<file path="config.mk">
export PLATFORM = sky130hd
export DESIGN_NAME = alu_cmd_driver
export DESIGN_NICKNAME = d
export VERILOG_FILES = /design/src/rtl/alu_cmd_driver.sv
export SDC_FILE = /design/constraint.sdc
export NUM_CORES = 1
export LEC_CHECK = 0
export CORE_MARGIN = 4
export CORE_UTILIZATION = 41
export DETAILED_ROUTE_END_ITERATION = 8
export HOLD_SLACK_MARGIN = 0.1
export PLACE_DENSITY = 0.86
export RECOVER_POWER = 50
export SLEW_MARGIN = 20
export SYNTH_ARGS = -nofsm -noshare
export SYNTH_HDL_FRONTEND = slang
export SYNTH_SLANG_ARGS = --single-unit
</file>
<file path="constraint.sdc">
create_clock -name clk -period 2 [get_ports clk]
set_clock_uncertainty 0.2 [all_clocks]
set_input_delay 0.3 -clock clk [delete_from_list [all_inputs] [get_ports clk]]
set_output_delay 0.3 -clock clk [all_outputs]
set_load 0.01 [all_outputs]
</file>
<file path="src/rtl/alu_cmd_driver.sv">
// alu_cmd_driver: initiator for a combinational DATA_W-bit ALU.
// Takes commands over a valid/ready handshake and registers the operands and
// select onto the ALU ports. It samples the ALU result one cycle later and
// returns it with a zero flag over a second valid/ready handshake. It keeps an
// accumulator so chained ops can use the previous result as operand A.
//
// Ports:
//   clk, rst                       clock, synchronous active-high reset
//   cmd_valid/cmd_ready            command handshake (ready only in IDLE)
//   cmd_a, cmd_b, cmd_sel          command operands and ALU select
//   cmd_use_acc                    take operand A from the accumulator
//   acc_clr                        single-cycle accumulator clear pulse
//   alu_a, alu_b, alu_sel          registered ALU inputs
//   alu_c                          ALU result (combinational from alu_*)
//   res_valid/res_ready            result handshake
//   res_data, res_zero             captured result and its zero flag
//   acc                            accumulator value
//   op_count                       completed result handshakes, wrapping
module alu_cmd_driver #(
    parameter int unsigned DATA_W = 4,
    parameter int unsigned CNT_W  = 8
) (
    input  logic              clk,
    input  logic              rst,
    input  logic              cmd_valid,
    output logic              cmd_ready,
    input  logic [DATA_W-1:0] cmd_a,
    input  logic [DATA_W-1:0] cmd_b,
    input  logic [2:0]        cmd_sel,
    input  logic              cmd_use_acc,
    input  logic              acc_clr,
    output logic [DATA_W-1:0] alu_a,
    output logic [DATA_W-1:0] alu_b,
    output logic [2:0]        alu_sel,
    input  logic [DATA_W-1:0] alu_c,
    output logic              res_valid,
    input  logic              res_ready,
    output logic [DATA_W-1:0] res_data,
    output logic              res_zero,
    output logic [DATA_W-1:0] acc,
    output logic [CNT_W-1:0]  op_count
);

    typedef enum logic [1:0] {
        S_IDLE = 2'd0,
        S_EXEC = 2'd1,
        S_RESP = 2'd2
    } state_e;

    state_e state_q, state_d;

    logic [DATA_W-1:0] alu_a_q, alu_a_d;
    logic [DATA_W-1:0] alu_b_q, alu_b_d;
    logic [2:0]        alu_sel_q, alu_sel_d;
    logic              res_valid_q, res_valid_d;
    logic [DATA_W-1:0] res_data_q, res_data_d;
    logic              res_zero_q, res_zero_d;
    logic [DATA_W-1:0] acc_q, acc_d;
    logic [CNT_W-1:0]  op_count_q, op_count_d;

    logic accept;
    logic res_hs;

    assign accept = (state_q == S_IDLE) && cmd_valid;
    assign res_hs = (state_q == S_RESP) && res_ready;

    // State register
    always_ff @(posedge clk) begin
        if (rst) begin
            state_q <= S_IDLE;
        end else begin
            state_q <= state_d;
        end
    end

    // Next-state logic
    always_comb begin
        state_d = state_q;
        case (state_q)
            S_IDLE: if (cmd_valid) state_d = S_EXEC;
            S_EXEC: state_d = S_RESP;
            S_RESP: if (res_ready) state_d = S_IDLE;
            default: state_d = S_IDLE;
        endcase
    end

    // Output / datapath next values
    always_comb begin
        alu_a_d     = alu_a_q;
        alu_b_d     = alu_b_q;
        alu_sel_d   = alu_sel_q;
        res_valid_d = res_valid_q;
        res_data_d  = res_data_q;
        res_zero_d  = res_zero_q;
        acc_d       = acc_q;
        op_count_d  = op_count_q;

        // A clear arriving with the accept also zeroes an accumulator-sourced operand A.
        if (accept) begin
            if (cmd_use_acc) begin
                alu_a_d = acc_clr ? '0 : acc_q;
            end else begin
                alu_a_d = cmd_a;
            end
            alu_b_d   = cmd_b;
            alu_sel_d = cmd_sel;
        end

        if (acc_clr) begin
            acc_d = '0;
        end

        // The result capture overrides a coincident clear.
        if (state_q == S_EXEC) begin
            res_data_d  = alu_c;
            res_zero_d  = (alu_c == '0);
            acc_d       = alu_c;
            res_valid_d = 1'b1;
        end

        if (res_hs) begin
            res_valid_d = 1'b0;
            op_count_d  = op_count_q + CNT_W'(1);
        end
    end

    // Datapath registers
    always_ff @(posedge clk) begin
        if (rst) begin
            alu_a_q     <= '0;
            alu_b_q     <= '0;
            alu_sel_q   <= '0;
            res_valid_q <= 1'b0;
            res_data_q  <= '0;
            res_zero_q  <= 1'b0;
            acc_q       <= '0;
            op_count_q  <= '0;
        end else begin
            alu_a_q     <= alu_a_d;
            alu_b_q     <= alu_b_d;
            alu_sel_q   <= alu_sel_d;
            res_valid_q <= res_valid_d;
            res_data_q  <= res_data_d;
            res_zero_q  <= res_zero_d;
            acc_q       <= acc_d;
            op_count_q  <= op_count_d;
        end
    end

    assign cmd_ready = (state_q == S_IDLE);
    assign alu_a     = alu_a_q;
    assign alu_b     = alu_b_q;
    assign alu_sel   = alu_sel_q;
    assign res_valid = res_valid_q;
    assign res_data  = res_data_q;
    assign res_zero  = res_zero_q;
    assign acc       = acc_q;
    assign op_count  = op_count_q;

endmodule

</file>
# Yosys cells after proc, flatten, opt, wreduce, memory -nomap -nowiden
# Index checks and enable logic that the tools add are counted.
[word_totals]
in_bits = 21
register_bits = 31
output_inout_bits = 30
elab_cells = 26
[classes]
reduce_logical = 6
n_eq_ne = 4
add_sub_neg = 1
n_mux = 6
[op_table]
columns = ["cell", "count"]
rows = [
  ["two-way mux 4 bit", 3],
  ["adder 8 x 1 -> 8 bit, second input constant", 1],
  ["case mux 2 bit (3 select lines)", 1],
  ["logical NOT 4 bit", 1],
  ["two-way mux 2 bit", 2],
  ["!= test 2 bit, second input constant", 2],
  ["equality test 2 x 1 -> 1 bit, second input constant", 1],
  ["equality test 2 bit, second input constant", 1],
  ["logical AND 1 bit", 2],
  ["logical NOT 2 bit", 1],
  ["AND reduction 2 bit", 1],
  ["OR reduction 2 bit", 1],
]

# Logic depth before layout (Yosys ltp)
# Gate-level depths: netlist (run 1).
[depth]
word_depth = 3
mapped_depth = 5
depth_no_buf = 4

# Least setup slack after synthesis (run 1)
# No wires, ideal clock.
[synth_path]
path_type = "register to register"
startpoint = "register op_count_q[0], in the netlist op_count[0]"
endpoint = "register op_count_q[4], in the netlist op_count[4]"
setup_time_ns = 0.070
path_stages_with_launch = 5
t_arrival_ns = 1.214
synth_period_minus_slack_ns = 1.485
slack_ns = 0.515
t_required_ns = 1.730
n_path_buf = 0
path_cell_list = "dfxtp_1 -> ha_1 -> nand4b_1 -> or3_1 -> a21oi_1"
[synth_between]
elab_chain_len = 1
[synth_lines]
columns = ["item", "line", "rtl"]
rows = [
  ["start: declaration", "59", "logic [CNT_W-1:0] op_count_q, op_count_d;"],
  ["start signal: assignment", "146", "op_count_q <= op_count_d;"],
  ["adder 8 x 1 -> 8 bit", "123", "op_count_d = op_count_q + CNT_W'(1);"],
]
# Every way passes these cells.
# A chain may end at the register's enable or synchronous reset.

# Final worst setup path (run 1)
[layout_path]
startpoint = "register state_q[1]"
endpoint = "output cmd_ready"
[layout_between]
elab_chain_len = 1
[layout_lines]
columns = ["item", "line", "rtl"]
rows = [
  ["start: declaration", "50", "state_e state_q, state_d;"],
  ["start signal: assignment", "72", "state_q <= state_d;"],
  ["logical NOT 2 bit", "150", "assign cmd_ready = (state_q == S_IDLE);"],
  ["end: declaration", "26", "output logic cmd_ready,"],
]
# Every way passes these cells.

==> run_results.csv, run 1 <==
group,metric,value,unit
routing,vias,1138,
logic_synthesis,synth_fa_ha_area_frac,0.0103,
global_routing,busiest_layer,"met2",
floorplan,core_area,0.00278,sq mm
critical_path,cp_cell_sequence,"nor2_1, clkdlybuf4s50_1",
clock_network,clockRootBuffer,"clkbuf_4",
sta,tightest_slew,0.472,ns
critical_path,slowest_delay,0.55,ns
logic_synthesis,syn_nets,152,
place,placed_cells,208,
floorplan,die_h,62.4,um
place,portBuffers,50,
layout,ff_latch_area,621,sq um
logic_synthesis,syn-cell-area,0.00121,sq mm
critical_path,worst-path-max-fanout,7,
global_routing,use_met2,0.281,
logic_synthesis,synthXorXnorAreaFrac,0.0145,
floorplan,dieArea,0.00389,sq mm
run,drv_cap,0,
global_routing,grt_pass1_vias,1128,
routing,drc,0,
critical_path,r2r_slack,0.26,ns
clock_network,cts_resized,0,
clock_network,cts_tree,"yes",
sta,fmax,535,MHz
sta,drv_slew,0,
sta,period_needed,1.87,ns
place,place_congestion,0.743,
critical_path,worstSetupEndpointType,"primary output",
routing,wl_per_cell,13.9,um
pwr,p_per_area,709,mW/mm^2
critical_path,r2r_start,"state_q[1]",
min_path,hold_end,"res_data[1]",
routing,drt_iter0_markers,35,
critical_path,worst_ep_arrival_time,1.37,ns
outcome,outcome,"completed",
critical_path,worst-path-buf-inv,1,
clock_network,cts_htree_levels,2,
routing,final_antenna_net_count,0,
global_routing,track_usage,0.163,
clock_network,clock_latency,0.33,ns
sta,setup_tns,0,ns
logic_synthesis,synthDistinctLibCells,24,
clock_network,ctsHoldBuffers,0,
logic_synthesis,synth_compound_area_frac,0.116,
layout,most-common-layout-cells,"50 x clkdlybuf4s50_1, 31 x dfxtp_1, 16 x nor2_1, 16 x nand2_1, 15 x a21oi_1",
logic_synthesis,syn_avg_cell_area,9.32,sq um
sta,hold_viol,0,
global_routing,grt_start_max_net_pins,32,
critical_path,slowest_stage,"clkdlybuf4s50_1",
global_routing,grt_overflow,0,
routing,drt_wl_total,3.01,mm
critical_path,r2r_cells,4,
layout,stdcell_count,216,
routing,viasPerCell,5.27,
layout,layout-drive-gt1-share,0.0486,
critical_path,cp-start-kind,"register",
floorplan,start_util,0.435,
routing,dr.pass1.iters,4,
clock_network,cts_sinks,31,
global_routing,grtUsageMet1,0.168,
global_routing,grt_pass1_wl,5.10,mm
sta,setup_ws,0.133,ns
min_path,min-delay-start,"res_data[1]",
global_routing,antenna_found_initial,0,
logic_synthesis,ys_ff_latch,31,
layout,layout-area-overhead-vs-synth,47.9,%
logic_synthesis,synth_top_family_by_area,"simple AND/OR/NAND/NOR gates",
global_routing,use_met3,0.0793,
layout,final_common_cell,"clkdlybuf4s50_1",
floorplan,chipWidth,62.4,um
layout,fillers,245,
floorplan,rows,19,
place,dp_hpwl,2.32,mm
critical_path,cp_data_required_time,1.50,ns
critical_path,path_delay_family,"buffers and inverters",
min_path,min_path_cells,2,
sta,hold_ws,0.263,ns
clock_network,clk_pin_slew,0.09,ns
clock_network,post_cts_buffers,0,
place,dpl_worst_slack,0.0925,ns
critical_path,path_class,"register to primary output",
pwr,power_leakage,0.657,nW
clock_network,clockBufferDepth,2,
clock_network,cts_buffers,5,
layout,multi_input_area,544,sq um
sta,max-slew-margin-rel,0.685,
logic_synthesis,syn_inst,130,
min_path,hold_path.class,"register to register",
sta,rsz0062_at_grt,"false",
layout,nets,206,
pwr,irDropWorstVdd,0.000640,V
logic_synthesis,yosys.area_share.simple,0.220,
sta,setup_violations,0,
sta,period_share,0.934,
logic_synthesis,synthMuxAreaShare,0.0992,
critical_path,r2r-end,"alu_sel[0]",
logic_synthesis,ys_seq_area_frac,0.512,
floorplan,boundaryPins,51,
logic_synthesis,ys_warn_count,0,
layout,antenna_cells,0,
-- logic make-up (layout without fill, tap and decap cells) --
| kind of cell | after synthesis | count (layout) |
|---|---|---|
| mux | 12 | 12 |
| compound gates | 25 | 25 |
| flops | 31 | 31 |
| simple gates | 52 | 52 |
| buf+inv | 7 | 62 |
| xor+xnor | 2 | 2 |
| fa+ha+maj | 1 | 1 |
-- metal layers --
metal  vias to the layer above  wire (um)
met4                         0         39
li1                        570          -
met5                         -          0
met2                        41       1590
met3                         4        263
met1                       523       1120
-- where the power goes --
part           switching, W  leakage (nW)  internal, W
Sequential        0.0000169         0.253     0.000645
Clock              0.000206        0.0386     0.000207
Combinational     0.0000816         0.365     0.000113
-- stage by stage --
step,util,cell area (sq um),power (W)
2_1_floorplan,-,1210,0.000763
3_3_place_gp,0.630,1750,0.000872
3_5_place_dp,0.630,1750,0.000879
4_1_cts,0.655,1820,0.00129
5_1_grt,0.644,1790,0.00134
6_report,0.644,1790,0.00127
-- registers in the layout (all words and copies together), names as in the netlist --
| signal | flops |
|---|---|
| acc | 4 |
| alu_a | 4 |
| alu_b | 4 |
| alu_sel | 3 |
| op_count | 8 |
| res_data | 4 |
| res_valid | 1 |
| res_zero | 1 |
| state_q | 2 |
-- how the worst max path moves through the flow --
stage / cells after the start / startpoint / slack [ns] / to
detailed placement: 4 / res_ready / 0.09 / op_count[4]
global placement: 4 / res_ready / 0.16 / op_count[5]
floorplan: 4 / op_count[0] / 0.52 / op_count[4]
CTS: 2 / state_q[1] / 0.07 / cmd_ready
global route: 2 / state_q[1] / 0.05 / cmd_ready
finish: 2 / state_q[1] / 0.13 / cmd_ready
-- tightest hold or removal path: stages, from the launching register on --
cell and delay (ns):
dfxtp_1 0.32, nand2_1 0.05, a21oi_1 0.05
-- layout make-up --
type                    instances  share of cell area
well taps                      31              0.0216
clock buffers                   8              0.0384
repair buffers                 54               0.290
flip-flops and latches         31               0.346
multi-input cells              92               0.304
-- cell usage after synthesis --
master	instances	area share
nor3b_1	1	0.0062
buf_4	2	0.012
nand4b_1	1	0.0072
or3_1	3	0.015
xor2_1	2	0.014
nand3b_4	1	0.017
o21ai_0	4	0.017
nor2b_1	6	0.031
a211oi_1	4	0.025
dfxtp_1	31	0.51
or4_1	2	0.012
nor2_1	16	0.050
buf_1	1	0.0031
a21oi_1	15	0.062
nand2b_1	1	0.0052
nand4_1	2	0.010
clkbuf_1	4	0.012
nor4_1	1	0.0052
o31ai_1	2	0.012
nand3_1	1	0.0041
mux2i_1	12	0.099
ha_1	1	0.010
or3b_2	1	0.0072
nand2_1	16	0.050
No activity file was read; power rests on OpenSTA's default activity.
==> run 2, diff against run 1 <==
--- a/config.mk
+++ b/config.mk
@@ -8,6 +8,7 @@
 export CORE_MARGIN = 4
 export CORE_UTILIZATION = 41
 export DETAILED_ROUTE_END_ITERATION = 8
+export GPL_ROUTABILITY_DRIVEN = 0
 export HOLD_SLACK_MARGIN = 0.1
 export PLACE_DENSITY = 0.86
 export RECOVER_POWER = 50
==> results of run 2 <==
Same layout as run 1: the final DEF is identical, and so are final timing and power.
